File: config.mk
export PLATFORM = sky130hd
export DESIGN_NAME = mem_arb_ctrl
export DESIGN_NICKNAME = d
export VERILOG_FILES = /design/src/rtl/mem_arb_ctrl.sv
export SDC_FILE = /design/constraint.sdc
export NUM_CORES = 1
export LEC_CHECK = 0
export CELL_PAD_IN_SITES_DETAIL_PLACEMENT = 0
export CELL_PAD_IN_SITES_GLOBAL_PLACEMENT = 2
export CORE_ASPECT_RATIO = 0.9
export CORE_MARGIN = 1
export CORE_UTILIZATION = 39
export DETAILED_ROUTE_END_ITERATION = 7
export DONT_BUFFER_PORTS = 1
export PLACE_DENSITY = 0.89
export SYNTH_ARGS = -nofsm -noshare
export SYNTH_HDL_FRONTEND = slang
export SYNTH_SLANG_ARGS = --single-unit
File: constraint.sdc
create_clock -name clk -period 3.1 [get_ports clk]
set_input_delay 0.31 -clock clk [delete_from_list [all_inputs] [get_ports clk]]
set_output_delay 0.31 -clock clk [all_outputs]
set_load 0.02 [all_outputs]
File: src/rtl/mem_arb_ctrl.sv
// Two-requester single-port RAM arbiter and access sequencer.
// Define ARB_ROUND_ROBIN_EN for round-robin tie-break; otherwise requester 0 has fixed priority.
module mem_arb_ctrl #(
    parameter int unsigned ADDR_W = 4,
    parameter int unsigned DATA_W = 8,
    parameter int unsigned RD_LAT = 1
) (
    input  logic              clk,
    input  logic              rst,
    input  logic [1:0]        req,
    input  logic [1:0]        we,
    input  logic [ADDR_W-1:0] addr0,
    input  logic [ADDR_W-1:0] addr1,
    input  logic [DATA_W-1:0] wdata0,
    input  logic [DATA_W-1:0] wdata1,
    output logic [1:0]        gnt,
    output logic [1:0]        done,
    output logic [DATA_W-1:0] rdata,
    output logic              mem_en,
    output logic              mem_we,
    output logic [ADDR_W-1:0] mem_addr,
    output logic [DATA_W-1:0] mem_wdata,
    input  logic [DATA_W-1:0] mem_rdata
);

    typedef enum logic [1:0] {
        IDLE   = 2'd0,
        ACCESS = 2'd1,
        WAIT   = 2'd2,
        DONE   = 2'd3
    } state_e;

    localparam logic [1:0] LAST_CNT = 2'(RD_LAT - 1);

    state_e              state_q, state_d;
    logic [1:0]          gnt_q, gnt_d;
    logic                we_q, we_d;
    logic [ADDR_W-1:0]   addr_q, addr_d;
    logic [DATA_W-1:0]   wdata_q, wdata_d;
    logic [DATA_W-1:0]   rdata_q, rdata_d;
    logic [1:0]          cnt_q, cnt_d;
    logic                win;

`ifdef ARB_ROUND_ROBIN_EN
    logic                last_q, last_d;

    // On a tie the requester not served most recently wins.
    always_comb begin
        win = ~req[0];
        if (req == 2'b11) begin
            win = ~last_q;
        end
    end

    always_ff @(posedge clk or posedge rst) begin
        if (rst) begin
            last_q <= 1'b1;
        end else begin
            last_q <= last_d;
        end
    end
`else
    always_comb begin
        win = ~req[0];
    end
`endif

    always_ff @(posedge clk or posedge rst) begin
        if (rst) begin
            state_q <= IDLE;
            gnt_q   <= '0;
            we_q    <= 1'b0;
            addr_q  <= '0;
            wdata_q <= '0;
            rdata_q <= '0;
            cnt_q   <= '0;
        end else begin
            state_q <= state_d;
            gnt_q   <= gnt_d;
            we_q    <= we_d;
            addr_q  <= addr_d;
            wdata_q <= wdata_d;
            rdata_q <= rdata_d;
            cnt_q   <= cnt_d;
        end
    end

    always_comb begin
        state_d = state_q;
        gnt_d   = gnt_q;
        we_d    = we_q;
        addr_d  = addr_q;
        wdata_d = wdata_q;
        rdata_d = rdata_q;
        cnt_d   = cnt_q;
`ifdef ARB_ROUND_ROBIN_EN
        last_d  = last_q;
`endif
        case (state_q)
            IDLE: begin
                gnt_d = '0;
                if (req != 2'b00) begin
                    state_d = ACCESS;
                    gnt_d   = win ? 2'b10 : 2'b01;
                    we_d    = we[win];
                    addr_d  = win ? addr1 : addr0;
                    wdata_d = win ? wdata1 : wdata0;
                end
            end
            ACCESS: begin
                cnt_d   = '0;
                state_d = we_q ? DONE : WAIT;
            end
            WAIT: begin
                if (cnt_q == LAST_CNT) begin
                    rdata_d = mem_rdata;
                    state_d = DONE;
                end else begin
                    cnt_d = cnt_q + 2'd1;
                end
            end
            DONE: begin
                state_d = IDLE;
                gnt_d   = '0;
`ifdef ARB_ROUND_ROBIN_EN
                last_d  = gnt_q[1];
`endif
            end
            default: begin
                state_d = IDLE;
            end
        endcase
    end

    // Strobes decode straight from state so reset drops them immediately.
    assign mem_en    = (state_q == ACCESS);
    assign mem_we    = (state_q == ACCESS) & we_q;
    assign mem_addr  = addr_q;
    assign mem_wdata = wdata_q;
    assign gnt       = gnt_q;
    assign done      = (state_q == DONE) ? gnt_q : 2'b00;
    assign rdata     = rdata_q;

endmodule

==> results.md <==
Setup path:
- The worst setup path is launched from a flip-flop.
- On the critical path the largest part of the delay comes from flip-flops.
- The number of buffers and inverters on the critical path is 1.
- STA puts the critical path data required time at 2790 ps.
- In this run the worst path has a maximum fanout of 5.
- The startpoint-to-endpoint class of the critical path is flip-flop to output pin.
- The number of cell instances on the worst register-to-register path is 5.
- The arrival time at the worst endpoint is 1510 ps.
- The slowest library cell on the worst path is dfrtp_1.
- In this run the number of cells on the critical path is 3.
- The nature of the critical path endpoint is an output pin.
- The critical path goes through inv_1, ha_1, and2_1.
- On the worst path, the slowest cell contributes a delay of 450 ps.

Routing:
- Summing over every cut layer, the via total after detailed routing is 798.
- The routed design uses 182 um of met3 wire.
- The number of nets with antenna violations after routing is 0.
- The average via count per standard cell is 5.28.
- The routed metal-1 wirelength is 954 um.
- After detailed routing, no signal wire sits above met4.
- The residual DRC count is 0.
- After the first detailed-routing iteration, the DRC count stood at 21.
- The detailed-router iteration count before antenna repair is 4.
- After detailed routing, the total wire length is ~2300 um.
- The per-cell routed wire length is approximately 15 um.
- In the detailed route, the total length drawn on met2 is 1140 um.

Global routing:
- The total overflow left after global routing is 0.
- The initial antenna violation count is 0.
- The global router's overall resource usage is 15.2%.
- The wire length of the first global-routing pass is 4060 um.
- Entering global routing, the biggest net connects 28 pins.
- The via count of the first global-routing pass came to about 850.

STA:
- The max-slew violation count was 0.
- At the pin with the least slew margin, the transition time is 988 ps.
- The clock period minus worst slack is between 1500 and 2000 ps.
- The number of hold violations in the final report is 0.
- Between clock sinks in the finished design, the worst skew comes to 4.92 ps.
- The total negative slack is 0 ps.
- Based on the critical path, the design can be clocked at up to 549 MHz.
- Setup violations remaining at the end of the flow were counted as 0.
- The portion of the clock cycle consumed by the worst path in the final layout is 58.8%.
- The worst slew slack as a fraction of its limit is approximately 34%.
- Setup repair after global routing left no endpoint under its margin.

CTS:
- After clock tree synthesis, the flow added hold-fix buffers numbering 0.
- The tree built by TritonCTS fans out to 27 sinks.
- Clock-pin slew was measured on the worst setup and hold paths at 140 ps.
- The maximum level of the CTS H-tree is 1.
- TritonCTS built the clock tree.
- The post-cts repair resize count is 0.
- The clock tree root buffer cell is clkbuf_4.
- After clock tree synthesis, the setup repair step added 0 buffers.
- The clock latency on the worst-skew pair is about 320 ps.
- Counting the buffers created by CTS gives 3.
- The maximum count of clock buffers along a single path is 2.

Final layout:
- The number of nets in the finished design is 154.
- Across the whole layout, storage elements account for 676 sq um.
- The total inserted antenna cells is 0.
- The area used by multi-input combinational logic is 553 sq um.
- The summed area of non-filler cells in the final layout is approximately 1300 sq um.
- Counting the fill cells in the layout gives 302.
- The share of cells above drive strength 1 is 15.6%.
- The area growth from synthesis to layout is 3.50%.

Power:
- Across the VDD grid, the largest voltage drop is 0.383 mV.
- Power spread over the standard cell area amounts to 1030 nW/um^2.
- The reported leakage power is 0.635 nW.

Floorplanning:
- The area of the core is 3090 sq um.
- The vertical die dimension is 56.5 um.
- The floorplan has 19 rows.
- The width of the chip is 62.5 um.
- 64 I/O pins were placed.
- The die covers 3530 sq um.
- The effective utilization at floorplan is 41.6%.

Synth:
- The unique cell type count in the Yosys netlist is 22.
- In the synthesized netlist, the cells that appear most often are dfrtp_1, o21ai_0, mux2i_1, nand2_1, mux2_2.
- Each instance of the synthesized netlist takes up on average between 10 and 15 sq um.
- The area share of the leading cell type in the synthesized netlist is roughly 53%.
- The combined area of all synthesized cells is 1290 sq um.
- In this run, synthesis produced a sequential element count of 27.
- The yosys synthesis warning count is 0.
- The synthesized design contains 0 enable-type register cells.
- Ranked by total cell area, the synthesized netlist is headed by dfrtp_1, mux2i_1, mux2_2.
- The post-synthesis cell type with the largest combined area is dfrtp_1.
- The portion of the post-synthesis area used by sequential elements is a little over half.
- The share of flip-flops with an asynchronous set or reset is 100%.
- The most common cell in the synthesized netlist is dfrtp_1.
- Synthesis handed over a netlist of 109 instances.
- Counting every net in the synthesized netlist gives 153.
- The predominant post-synthesis flop cell is dfrtp_1.

Placed design:
- The final HPWL from detailed placement is 1750 um.
- The routability-driven placement congestion ratio is 0.835.
- The placed instances occupy a cell area of 1300 sq um.
- The number of port buffers is 0.

Run:
- The number of maximum-capacitance violations is 0.

Worst hold path:
- The class of the most critical hold timing path is primary input to asynchronous set/reset pin.

Outcome:
- The run finished with clean final reports.
-- worst paths after layout --
kind	startpoint	end	slack (ps)
worst min register to register	cnt_q[1]	cnt_q[1]	530
worst min-delay path	rst	rdata[1]	80
max in group asynchronous	rst	rdata[2]	2420
min in group clk	req[0]	gnt[0]	110
worst max-delay path	state_q[1]	mem_we	1280
worst max register to register	state_q[0]	state_q[1]	1460
-- through the flow --
step / hold WS (ps) / worst slack [ps] / instances / utilization [%] / power [mW]
floorplan: 363 / 1630 / 109 / - / 1.15
finish: 80.4 / 1280 / 151 / 43.1 / 1.38
CTS: 90.7 / 1250 / 151 / 43.1 / 1.40
global placement: 443 / 1590 / 147 / 42.2 / 1.21
detailed placement: 446 / 1480 / 147 / 42.2 / 1.25
global route: 83.9 / 1170 / 151 / 43.1 / 1.50
-- where the power goes --
part / switching [mW] / internal [mW]
logic: 0.230 / 0.195
clock network: 0.102 / 0.0484
registers: 0.288 / 0.513
-- worst reg2reg max path, stage by stage, from the launching register on --
cell and delay [ps]:
dfrtp_1 400, inv_1 110, ha_1 250, and2b_1 210
a21oi_1 210, mux2_2 360
-- flip-flops by register name, summed over array words and instances (netlist names) --
name	flops
we_q	1
rdata	8
cnt_q	2
mem_addr	4
mem_wdata	8
gnt	2
state_q	2
-- cell usage in the layout, fill, tap and decap left out, drive strengths merged --
cell    instances
a32o            1
nor2            3
ha              6
o21ai          15
mux2           10
a22oi           1
and2b           1
a211o           1
nor3            1
clkbuf          3
inv             6
dfrtp          27
a21oi           1
and2            3
a22o            2
clkinv          1
mux2i          13
nand2          14
-- metal layers --
layer	up-vias	global-route usage, %
met3	2	5.89
li1	375	-
met4	0	5.65
met2	35	24.5
met5	-	0
met1	386	18.3
-- final cells by class --
cell class	count	area share, %
inverters	6	1.69
clock buffers	3	1.69
well taps	42	3.95
flip-flops and latches	27	50.8
clock inverters	1	0.376
multi-input cells	72	41.5
-- kinds of logic after synthesis --
logic type,synth area share (%)
fa+ha+maj,5.84
compound gates,10.5
simple gates,7.78
mux,18.9
flops,52.5
buf+inv,4.47
Power figures use the tool's default switching activity.
